===== config.mk =====
export PLATFORM = sky130hd
export DESIGN_NAME = dmem_access_ctrl_flat
export DESIGN_NICKNAME = d
export VERILOG_FILES = /design/src/rtl/dmem_access_ctrl_pkg.sv /design/src/rtl/dmem_access_ctrl_if.sv /design/src/rtl/dmem_access_ctrl_wait_timer.sv /design/src/rtl/dmem_access_ctrl.sv /design/src/flat_wrapper.sv
export SDC_FILE = /design/constraint.sdc
export NUM_CORES = 1
export LEC_CHECK = 0
export ABC_AREA = 1
export CELL_PAD_IN_SITES_DETAIL_PLACEMENT = 0
export CELL_PAD_IN_SITES_GLOBAL_PLACEMENT = 1
export CORE_MARGIN = 2
export CORE_UTILIZATION = 30
export DETAILED_ROUTE_END_ITERATION = 6
export GPL_ROUTABILITY_DRIVEN = 0
export PLACE_DENSITY = 0.87
export SYNTH_ARGS = -nofsm -noshare
export SYNTH_HDL_FRONTEND = slang
export SYNTH_SLANG_ARGS = --single-unit

===== constraint.sdc =====
create_clock -name CLK -period 2 [get_ports CLK]
set_input_delay 0.6 -clock CLK [delete_from_list [all_inputs] [get_ports CLK]]
set_output_delay 0.6 -clock CLK [all_outputs]
set_load 0.02 [all_outputs]

===== src/rtl/dmem_access_ctrl_pkg.sv =====
// Shared definitions for the data-memory access path: state encoding and default bus widths.
// The CPU and cache blocks import the same encodings.
package dmem_access_ctrl_pkg;

  localparam int unsigned DefDataW = 8;
  localparam int unsigned DefAddrW = 8;

  typedef logic [1:0] state_t;

  localparam state_t StIdle  = 2'b00;
  localparam state_t StRdReq = 2'b01;
  localparam state_t StWrReq = 2'b10;
  localparam state_t StDone  = 2'b11;

endpackage


===== src/rtl/dmem_access_ctrl_if.sv =====
// CPU-side and memory-side signals of the data-memory controller.
// slave: the controller itself; master: the CPU/memory environment around it.
interface dmem_access_ctrl_if #(
  parameter int unsigned DATA_W = dmem_access_ctrl_pkg::DefDataW,
  parameter int unsigned ADDR_W = dmem_access_ctrl_pkg::DefAddrW
);

  logic              READ;
  logic              WRITE;
  logic [ADDR_W-1:0] ADDRESS;
  logic [DATA_W-1:0] WRITEDATA;
  logic              BUSYWAIT;
  logic [DATA_W-1:0] READDATA;
  logic              ERR;
  logic              MEM_READ;
  logic              MEM_WRITE;
  logic [ADDR_W-1:0] MEM_ADDRESS;
  logic [DATA_W-1:0] MEM_WRITEDATA;
  logic [DATA_W-1:0] MEM_READDATA;
  logic              MEM_BUSYWAIT;

  modport slave (
    input  READ, WRITE, ADDRESS, WRITEDATA, MEM_READDATA, MEM_BUSYWAIT,
    output BUSYWAIT, READDATA, ERR, MEM_READ, MEM_WRITE, MEM_ADDRESS, MEM_WRITEDATA
  );

  modport master (
    output READ, WRITE, ADDRESS, WRITEDATA, MEM_READDATA, MEM_BUSYWAIT,
    input  BUSYWAIT, READDATA, ERR, MEM_READ, MEM_WRITE, MEM_ADDRESS, MEM_WRITEDATA
  );

endinterface


===== src/rtl/dmem_access_ctrl_wait_timer.sv =====
// 8-bit wait counter for the request states; tc_o flags the edge at which the
// count would reach MaxWait, so a request state lasts at most MaxWait cycles.
module dmem_access_ctrl_wait_timer #(
  parameter int unsigned MaxWait = 15
) (
  input  logic       clk_i,
  input  logic       rst_i,
  input  logic       clr_i,
  input  logic       en_i,
  output logic [7:0] cnt_o,
  output logic       tc_o
);

  logic [7:0] cnt_q, cnt_d;

  always_comb begin
    cnt_d = cnt_q;
    if (clr_i) begin
      cnt_d = 8'd0;
    end else if (en_i) begin
      cnt_d = cnt_q + 8'd1;
    end
  end

  always_ff @(posedge clk_i) begin
    if (rst_i) begin
      cnt_q <= 8'd0;
    end else begin
      cnt_q <= cnt_d;
    end
  end

  assign cnt_o = cnt_q;
  assign tc_o  = en_i && (({1'b0, cnt_q} + 9'd1) == 9'(MaxWait));

endmodule


===== src/rtl/dmem_access_ctrl.sv =====
// Data-memory access controller: turns CPU load/store requests into a registered
// memory read/write handshake, stalling the CPU through BUSYWAIT until completion.
module dmem_access_ctrl
  import dmem_access_ctrl_pkg::*;
#(
  parameter int unsigned DATA_W   = DefDataW,
  parameter int unsigned ADDR_W   = DefAddrW,
  parameter int unsigned MAX_WAIT = 15
) (
  input logic               CLK,
  input logic               RESET,
  dmem_access_ctrl_if.slave bus
);

  state_t            state_q, state_d;
  logic              mem_read_q, mem_read_d;
  logic              mem_write_q, mem_write_d;
  logic              err_q, err_d;
  logic [ADDR_W-1:0] addr_q, addr_d;
  logic [DATA_W-1:0] wdata_q, wdata_d;
  logic [DATA_W-1:0] rdata_q, rdata_d;

  logic       in_req;
  logic       first_cycle;
  logic       timer_tc;
  logic [7:0] timer_cnt;

  assign in_req = (state_q == StRdReq) || (state_q == StWrReq);

  dmem_access_ctrl_wait_timer #(
    .MaxWait(MAX_WAIT)
  ) u_wait_timer (
    .clk_i(CLK),
    .rst_i(RESET),
    .clr_i(!in_req),
    .en_i (in_req),
    .cnt_o(timer_cnt),
    .tc_o (timer_tc)
  );

  // Memory busy is not trusted until it has had one cycle to respond to the strobe.
  assign first_cycle = (timer_cnt == 8'd0);

  always_comb begin
    state_d     = state_q;
    mem_read_d  = mem_read_q;
    mem_write_d = mem_write_q;
    err_d       = err_q;
    addr_d      = addr_q;
    wdata_d     = wdata_q;
    rdata_d     = rdata_q;
    case (state_q)
      StIdle: begin
        if (bus.READ) begin
          addr_d     = bus.ADDRESS;
          mem_read_d = 1'b1;
          state_d    = StRdReq;
          if (bus.WRITE) err_d = 1'b1;
        end else if (bus.WRITE) begin
          addr_d      = bus.ADDRESS;
          wdata_d     = bus.WRITEDATA;
          mem_write_d = 1'b1;
          state_d     = StWrReq;
        end
      end
      StRdReq, StWrReq: begin
        if (!first_cycle && !bus.MEM_BUSYWAIT) begin
          if (state_q == StRdReq) rdata_d = bus.MEM_READDATA;
          mem_read_d  = 1'b0;
          mem_write_d = 1'b0;
          state_d     = StDone;
        end else if (timer_tc) begin
          if (state_q == StRdReq) rdata_d = '1;
          mem_read_d  = 1'b0;
          mem_write_d = 1'b0;
          err_d       = 1'b1;
          state_d     = StDone;
        end
      end
      StDone:  state_d = StIdle;
      default: state_d = StIdle;
    endcase
  end

  always_ff @(posedge CLK) begin
    if (RESET) begin
      state_q     <= StIdle;
      mem_read_q  <= 1'b0;
      mem_write_q <= 1'b0;
      err_q       <= 1'b0;
      addr_q      <= '0;
      wdata_q     <= '0;
      rdata_q     <= '0;
    end else begin
      state_q     <= state_d;
      mem_read_q  <= mem_read_d;
      mem_write_q <= mem_write_d;
      err_q       <= err_d;
      addr_q      <= addr_d;
      wdata_q     <= wdata_d;
      rdata_q     <= rdata_d;
    end
  end

  assign bus.BUSYWAIT      = ((state_q == StIdle) && (bus.READ || bus.WRITE)) || in_req;
  assign bus.READDATA      = rdata_q;
  assign bus.ERR           = err_q;
  assign bus.MEM_READ      = mem_read_q;
  assign bus.MEM_WRITE     = mem_write_q;
  assign bus.MEM_ADDRESS   = addr_q;
  assign bus.MEM_WRITEDATA = wdata_q;

endmodule


===== src/flat_wrapper.sv =====
// flat-port wrapper written by rule: the top's interface ports become plain ports
module dmem_access_ctrl_flat import dmem_access_ctrl_pkg::*;
#(
  parameter int unsigned DATA_W   = DefDataW,
  parameter int unsigned ADDR_W   = DefAddrW,
  parameter int unsigned MAX_WAIT = 15
)
  (CLK, RESET, bus_READ, bus_WRITE, bus_ADDRESS, bus_WRITEDATA, bus_MEM_READDATA, bus_MEM_BUSYWAIT, bus_BUSYWAIT, bus_READDATA, bus_ERR, bus_MEM_READ, bus_MEM_WRITE, bus_MEM_ADDRESS, bus_MEM_WRITEDATA);
  dmem_access_ctrl_if #(.DATA_W(DATA_W), .ADDR_W(ADDR_W)) bus_i ();
  input logic CLK;
  input logic RESET;
  input wire logic [$bits(bus_i.READ)-1:0] bus_READ;
  input wire logic [$bits(bus_i.WRITE)-1:0] bus_WRITE;
  input wire logic [$bits(bus_i.ADDRESS)-1:0] bus_ADDRESS;
  input wire logic [$bits(bus_i.WRITEDATA)-1:0] bus_WRITEDATA;
  input wire logic [$bits(bus_i.MEM_READDATA)-1:0] bus_MEM_READDATA;
  input wire logic [$bits(bus_i.MEM_BUSYWAIT)-1:0] bus_MEM_BUSYWAIT;
  output wire logic [$bits(bus_i.BUSYWAIT)-1:0] bus_BUSYWAIT;
  output wire logic [$bits(bus_i.READDATA)-1:0] bus_READDATA;
  output wire logic [$bits(bus_i.ERR)-1:0] bus_ERR;
  output wire logic [$bits(bus_i.MEM_READ)-1:0] bus_MEM_READ;
  output wire logic [$bits(bus_i.MEM_WRITE)-1:0] bus_MEM_WRITE;
  output wire logic [$bits(bus_i.MEM_ADDRESS)-1:0] bus_MEM_ADDRESS;
  output wire logic [$bits(bus_i.MEM_WRITEDATA)-1:0] bus_MEM_WRITEDATA;
  assign bus_i.READ = bus_READ;
  assign bus_i.WRITE = bus_WRITE;
  assign bus_i.ADDRESS = bus_ADDRESS;
  assign bus_i.WRITEDATA = bus_WRITEDATA;
  assign bus_i.MEM_READDATA = bus_MEM_READDATA;
  assign bus_i.MEM_BUSYWAIT = bus_MEM_BUSYWAIT;
  assign bus_BUSYWAIT = bus_i.BUSYWAIT;
  assign bus_READDATA = bus_i.READDATA;
  assign bus_ERR = bus_i.ERR;
  assign bus_MEM_READ = bus_i.MEM_READ;
  assign bus_MEM_WRITE = bus_i.MEM_WRITE;
  assign bus_MEM_ADDRESS = bus_i.MEM_ADDRESS;
  assign bus_MEM_WRITEDATA = bus_i.MEM_WRITEDATA;
  dmem_access_ctrl #(.DATA_W(DATA_W), .ADDR_W(ADDR_W), .MAX_WAIT(MAX_WAIT)) u_core (.CLK(CLK), .RESET(RESET), .bus(bus_i));
endmodule

* Yosys cells after proc, flatten, opt, wreduce, memory -nomap -nowiden
Index checks and enable logic that the tools add are counted.
Storage, ports and cells: register bits 37, input bits 29, output and inout bits 28, word-level logic and storage cells 67
Cells by class: $add $sub $neg 2, eq/ne operators 11, mux-type cells 22, bitwise logic cells 2, reductions and logical operators 22
Operator list (count):
- 8-bit two-way mux | 6
- 8-bit by 1-bit adder with 9-bit output, second input constant | 1
- 9-bit by 4-bit == test with 1-bit output, second input constant | 1
- 3-bit AND reduction | 3
- 8-bit by 1-bit adder with 8-bit output, second input constant | 1
- 8-bit logical NOT | 1
- 1-bit two-way mux | 8
- 2-bit two-way mux | 4
- 2-bit != test, second input constant | 4
- 1-bit case mux with 2 select lines | 3
- 2-bit case mux with 3 select lines | 1
- 2-bit nonzero test | 3
- 5-bit AND reduction | 1
- 2-bit == test, second input constant | 2
- 2-bit AND reduction | 2
- 4-bit AND reduction | 1
- 2-bit OR reduction | 2
- 1-bit logical AND | 3
- 1-bit logical OR | 3
- 3-bit by 1-bit != test with 1-bit output, second input constant | 1
- 3-bit != test, second input constant | 1
- 2-bit by 1-bit == test with 1-bit output, second input constant | 1
- 1-bit logical NOT | 2
- 2-bit logical NOT | 1
- 2 further kinds | 3

* Longest topological paths before layout
depth after elaboration 6, gate-level depth with buffers 12, gate-level depth less buffers 12

* By module
Synthesis repeated with hierarchy kept, for this count alone.
Unflattened totals: cells, all modules 254, area total of the unflattened synthesis 1726.7 um^2
Modules (own cells, without submodules):
- dmem_access_ctrl | instances 1, cells each 174, area an instance 1237.4 um^2, sequential area each 580.6 um^2
- dmem_access_ctrl_wait_timer | instances 1, cells each 80, area an instance 489.2 um^2, sequential area each 160.2 um^2

* Least setup slack after synthesis
OpenSTA, ideal clock, no wires.
kind input-to-output, start point input port bus_READ, end point output port bus_BUSYWAIT, arrival 1.366 ns, data required time 1.400 ns, path slack 0.034 ns, stages 3, buffers on the path 1, cell sequence o21ai_1 clkbuf_1 nand2_1
On the way: word-level cells in the longest chain between the ends 3
Ends and longest elaborated chain:
- start, declared | RTL line flat_wrapper.sv:12 | input wire logic [$bits(bus_i.READ)-1:0] bus_READ;
- 1-bit logical OR | RTL line dmem_access_ctrl.sv:105 | assign bus.BUSYWAIT = ((state_q == StIdle) && (bus.READ || bus.WRITE)) || in_req;
- 1-bit logical AND | RTL line dmem_access_ctrl.sv:105
- 1-bit logical OR | RTL line dmem_access_ctrl.sv:105
- end, declared | RTL line flat_wrapper.sv:18 | output wire logic [$bits(bus_i.BUSYWAIT)-1:0] bus_BUSYWAIT;
Every way passes these cells.

* Final worst setup path
start point register u_core.state_q[1], end point output port bus_BUSYWAIT
On the way: word-level cells in the longest chain between the ends 3, elaborated cells on any way between the ends 6, those cells by class eq/ne: 2; reduce/logical: 4
Ends and longest elaborated chain:
- start, declared | RTL line dmem_access_ctrl.sv:15 | state_t state_q, state_d;
- start signal, assigned | RTL line dmem_access_ctrl.sv:87 | state_q <= StIdle;
- start signal, assigned | RTL line dmem_access_ctrl.sv:95 | state_q <= state_d;
- 2-bit by 1-bit == test with 1-bit output (tied with other cells) | RTL line dmem_access_ctrl.sv:28 | assign in_req = (state_q == StRdReq) || (state_q == StWrReq);
- 1-bit logical OR / 1-bit logical AND (equally long branches) | RTL line dmem_access_ctrl.sv:28, dmem_access_ctrl.sv:105
- 1-bit logical OR (*) | RTL line dmem_access_ctrl.sv:105
Mark *: on every way between the ends. The rest lies on a longest branch, timed or not.

==> reports/metrics.csv <==
metric,value,unit
Worst IR Drop VDD,0.516,mV
"flops & latches, synth",37,
die width,78.3,um
CTS Root Cell,clkbuf_8,
Routed Antenna Nets,0,
vias in the first global route,1485,
ratio of cells with drive above 1 in the final layout,0.0795,
post-synthesis cell type count,18,
syn_nets,267,
global-route wire length before repair,6.51,mm
Final Cycle Share,0.925,
Synth Instances,233,
Die Ht,78.3,um
DRT iter0 DRCs,77,
Initial Util,0.306,
die area,0.00612,mm2
H-tree depth,2,
# rows,27,
io pins,57,
Fin. Hold Viols,0,
CP Max Fanout,2,
drt via density,4.33,
Worst Hold Depth,2,
status,"finished, final reports clean",
port bufs,56,
RSZ-0062 raised after global routing,false,
Avg Inst Size Synth,7.10,um2
Slew Limit Fails,0,
GRT Total Usage,0.132,
DRC viols,0,
CP Launch Type,flip-flop,
Ys Warns,0,
ant diodes,0,
crit path DAT,1.25,ns
R2R Path End,u_core.bus.MEM_READ,
RR Startpoint,u_core.u_wait_timer.cnt_o[1],
layout filler cell count,564,
Synth area leaders,"dfxtp_1 45%, inv_1 11%, nand2_1 8.9%",
per-cell routed wire length,10.0,um
via count,1618,
synthesized cell area,0.00165,mm2
fin util,0.452,
slew margin rel.,0.754,
worst r2r path cells,10,
Worst setup EP type,output pin,
Hold Crit Class,reg2reg,
Final HPWL DP,2.74,mm
Pwr Total,2.66,mW
Placeable Area,0.00541,mm2
clock slew at reported path FFs,0.07,ns
Worst R2R Setup Slack,0.33,ns
Clock Sinks,37,
Setup CP Type,reg2out,
worst skew pair latency,0.28,ns
TritonCTS clock tree,done,
total grt overflow,0,
Worst Tran Pin Value,0.369,ns
PwrDens,1090,mW/mm2
Max Cap Viol,0,
fmax,0.541,GHz
largest net degree at the start of global routing,25,
Required @ worst endpoint,1.40,ns
Final #Nets,335,
post-synthesis sequential area ratio,0.448,
DRT Wirelength,3.75,mm
clk buf depth,2,
total CTS buffers,5,
Worst Skew,0.00477,ns
hold slack,0.440,ns
hold path start,u_core.bus.MEM_ADDRESS[4],
total iterations of the first detailed-routing run,4,
antenna violations before repair,0,
Yosys top cell area share,0.448,
Hold EP,u_core.bus.MEM_ADDRESS[4],
# setup viols final,0,
min cycle time layout,1.85,ns
Synth area leader,dfxtp_1,
area grow syn2layout,47.6,%
P_leak,1.03,nW
==> power breakdown <==
group	total, mW	switching [mW]	internal, mW
sequential	0.956	0.0765	0.880
clock	0.498	0.257	0.241
combinational	1.20	0.682	0.519
total	2.66	1.02	1.64
==> worst max-delay path by stage <==
stage | to | cells after the start | slack [ns] | startpoint
2_1_floorplan | bus_BUSYWAIT | 3 | 0.03 | bus_READ
3_3_place_gp | bus_BUSYWAIT | 4 | -0.45 | bus_READ
3_5_place_dp | bus_BUSYWAIT | 4 | -0.46 | bus_READ
4_1_cts | bus_BUSYWAIT | 5 | 0.14 | u_core.state_q[1]
5_1_grt | bus_BUSYWAIT | 5 | 0.05 | u_core.state_q[0]
6_report | bus_BUSYWAIT | 5 | 0.15 | u_core.state_q[1]
==> worst max-delay path, cell delays in order, from the launching register on <==
cell,delay (ns)
dfxtp_1,0.33
inv_1,0.06
ha_1,0.28
inv_1,0.08
nand2_1,0.06
buf_4,0.16
==> cell usage in the layout, fill, tap and decap left out <==
master and count:
nand2_1 39, nand3_1 7, a31oi_2 1, a21oi_1 26, clkinv_2 2, buf_4 11
clkbuf_1 1, nand3b_1 1, inv_1 48, dlygate4sd2_1 2, nand4_1 10, o21ai_1 2
clkbuf_8 5, nor3_2 1, o21ai_2 1, nor2_1 29, nand2_2 2, nand3_4 1
o21ai_0 17, nor3b_1 1, dfxtp_1 37, ha_1 5, clkdlybuf4s50_1 53
==> routing by layer <==
| layer | global-route usage | routed length, um | share of wire | vias to the layer above |
|---|---|---|---|---|
| li1 | - | - | - | 870 |
| met1 | 0.166 | 1750 | 0.47 | 698 |
| met2 | 0.214 | 1690 | 0.45 | 45 |
| met3 | 0.0483 | 277 | 0.074 | 5 |
| met4 | 0.0333 | 34 | 0.0091 | 0 |
| met5 | 0 | 0 | 0 | - |
==> metrics by stage <==
stage | worst slack, ns | cell area, um2 | std cells | TNS (ns)
after floorplan | 0.0343 | 1650 | 233 | 0
after global placement | -0.450 | 2350 | 365 | -0.450
after detailed placement | -0.456 | 2350 | 365 | -0.456
after CTS | 0.137 | 2440 | 374 | 0
after global routing | 0.0524 | 2440 | 374 | 0
final | 0.151 | 2440 | 374 | 0
==> sequential cells by signal, indices dropped and copies added (netlist names) <==
signal	count
u_core.bus.MEM_ADDRESS	8
u_core.bus.MEM_WRITEDATA	8
u_core.bus.READDATA	8
u_core.u_wait_timer.cnt_o	8
u_core.state_q	2
u_core.bus.ERR	1
u_core.bus.MEM_READ	1
u_core.bus.MEM_WRITE	1
==> repair_timing <==
item | in CTS | in global routing
resized for setup | 8 | 0
hold buffers | 0 | 0
endpoints found under the hold margin | 0 | 0
buffers inserted | 1 | 0
endpoints found under the setup margin | 1 | 0
==> synthesized netlist by cell type <==
master	number
o21ai_1	3
nand2_1	39
nand4_1	10
nand3_1	7
inv_1	48
dfxtp_1	37
nand2_2	2
a21oi_1	26
nand3b_1	1
clkbuf_2	1
clkbuf_1	4
nor2_1	29
a31oi_2	1
ha_1	5
nor3b_1	1
nor3_2	1
o21ai_0	17
nand3_4	1
==> logic make-up (layout without fill, tap and decap cells) <==
kind of cell / after synthesis / after routing / synth area share
buf+inv: 53 / 122 / 0.121
flops: 37 / 37 / 0.448
simple gates: 91 / 91 / 0.247
compound gates: 47 / 47 / 0.147
fa+ha+maj: 5 / 5 / 0.0378
==> layout make-up <==
cell class / count / area (um2) / share of cell area
Tap cell: 72 / 90.1 / 0.0369
Sequential cell: 37 / 741 / 0.303
Clock inverter: 2 / 10.0 / 0.00410
Inverter: 48 / 180 / 0.0738
Clock buffer: 6 / 72.6 / 0.0297
Multi-Input combinational cell: 143 / 717 / 0.294
Timing Repair Buffer: 66 / 631 / 0.258
Note: power is estimated with default switching activity, not from simulation.
==> RTL edit (same settings) <==
`DefDataW`: 8 -> 7.
--- a/src/rtl/dmem_access_ctrl_pkg.sv
+++ b/src/rtl/dmem_access_ctrl_pkg.sv
@@ -4,3 +4,3 @@
 
-  localparam int unsigned DefDataW = 8;
+  localparam int unsigned DefDataW = 7;
   localparam int unsigned DefAddrW = 8;
Interface: changed (resized bus_MEM_READDATA, bus_MEM_WRITEDATA, bus_READDATA and bus_WRITEDATA); port bits go from 57 to 53. No check against the original RTL was run, so the function may have changed too.
==> RTL edit against the original RTL <==
- routed wire length is 2.1% higher
- total power rose by 2.9%
- largest power group unchanged
- global-route usage grew 0.43 points
- critical endpoint unchanged
- final area shrank 2.4%
- sequential cell count down 2
- synthesized area down 3.6%
- worst setup slack worse by 0.013 ns
- clock power rose by 32%
==> RTL edit: results (changes against the original RTL) <==
Worst Hold End = u_core.bus.MEM_ADDRESS[6]
Worst-Skew Late Latency = 0.28 ns (about the same)
# Taps = 70 (-2.8%)
hold path start = u_core.bus.MEM_ADDRESS[6]
P_sw = 0.977 mW (-3.8%)
RR Endpoint = u_core.bus.ERR
DPL Wire Length = 2820 um (+2.7%)
reg2reg path depth = 9 (-1)
Worst R2R Setup Slack = 0.31 ns (-0.02 ns)
Setup WS pre-CTS = -0.432 ns (+0.0239 ns)
worst-margin pin slew = 0.348 ns (-0.0217 ns)
Total GRT Usage = 13.6% (+0.43 points)
maximum VDD drop = 0.773 mV (+50%)
buffers outside the clock class = 64 (-3.0%)
fraction of area in non-clock buffers = 25.7% (-0.098 points)
Post-route DRC = 0 (unchanged)
Sink Count = 35 (-5.4%)
layout cell share with drive strength beyond 1 = 11.6% (+3.6 points)
Hold Slack = 0.441 ns (+0.00121 ns)
Clock Skews = 0.00495 ns (+0.000181 ns)
clock share of power = 24.0% (+5.2 points)
largest net degree at the start of global routing = 17 (-32%)
leakage power total = 1.00 nW (-3.4%)
Placement Cell Area = 2250 um2 (-4.3%)
Util after Layout = 46.6% (+1.5 points)
Post-synth top cells = 41 x inv_1, 35 x dfxtp_1, 35 x nand2_1
vias in the first global route = 1494 (+0.61%)
CP Launch Point = u_core.state_q[0]
Comb pwr share = 43.1% (-2.1 points)
Filler Cell Count = 545 (-3.4%)
multi-input logic area = 709 um2 (-1.0%)
largest cells by area after synthesis = dfxtp_1 44%, inv_1 9.7%, nand2_1 8.2%
first-pass GRT wire length = 6460 um (-0.84%)
DR vias = 1550 (-4.2%)
iteration count of the initial detailed-routing pass = 4 (unchanged)
Post-Syn Instances = 218 (-6.4%)
outcome = complete, no violations
Cells after DPL = 346 (-5.2%)
clk buf depth = 2 (unchanged)
Clock-cell share = 4.94% (+1.6 points)
non-clock inverter count = 41 (-15%)
register area = 701 um2 (-5.4%)
Synth cell types = 23 (+5)
port bufs = 52 (-7.1%)
routed length per placed instance = 10.8 um (+7.5%)
RTL edit: cells by family after synthesis:
| logic type | synth area share [%] |
|---|---|
| buffers and inverters | 11.8 |
| DFF | 44.0 |
| adders and majority gates | 3.92 |
| AOI/OAI and AO/OA | 15.3 |
| and+or+nand+nor | 25.0 |
RTL edit: worst max-delay path by stage:
| stage | endpoint | slack [ns] |
|---|---|---|
| final | bus_BUSYWAIT | 0.14 |
| after global routing | bus_BUSYWAIT | 0.02 |
| after CTS | bus_BUSYWAIT | 0.0007 |
| after detailed placement | bus_BUSYWAIT | -0.43 |
| after global placement | bus_BUSYWAIT | -0.42 |
| after floorplan | bus_BUSYWAIT | 0.03 |
RTL edit: metal layers:
layer,vias up,global-route usage (%),routed length [um],share of wire [%]
met2,48,21.5,1620,42
met5,-,0,0,0
met3,4,5.76,269,7.0
li1,823,-,-,-
met1,675,16.9,1910,50
met4,0,3.82,30,0.78
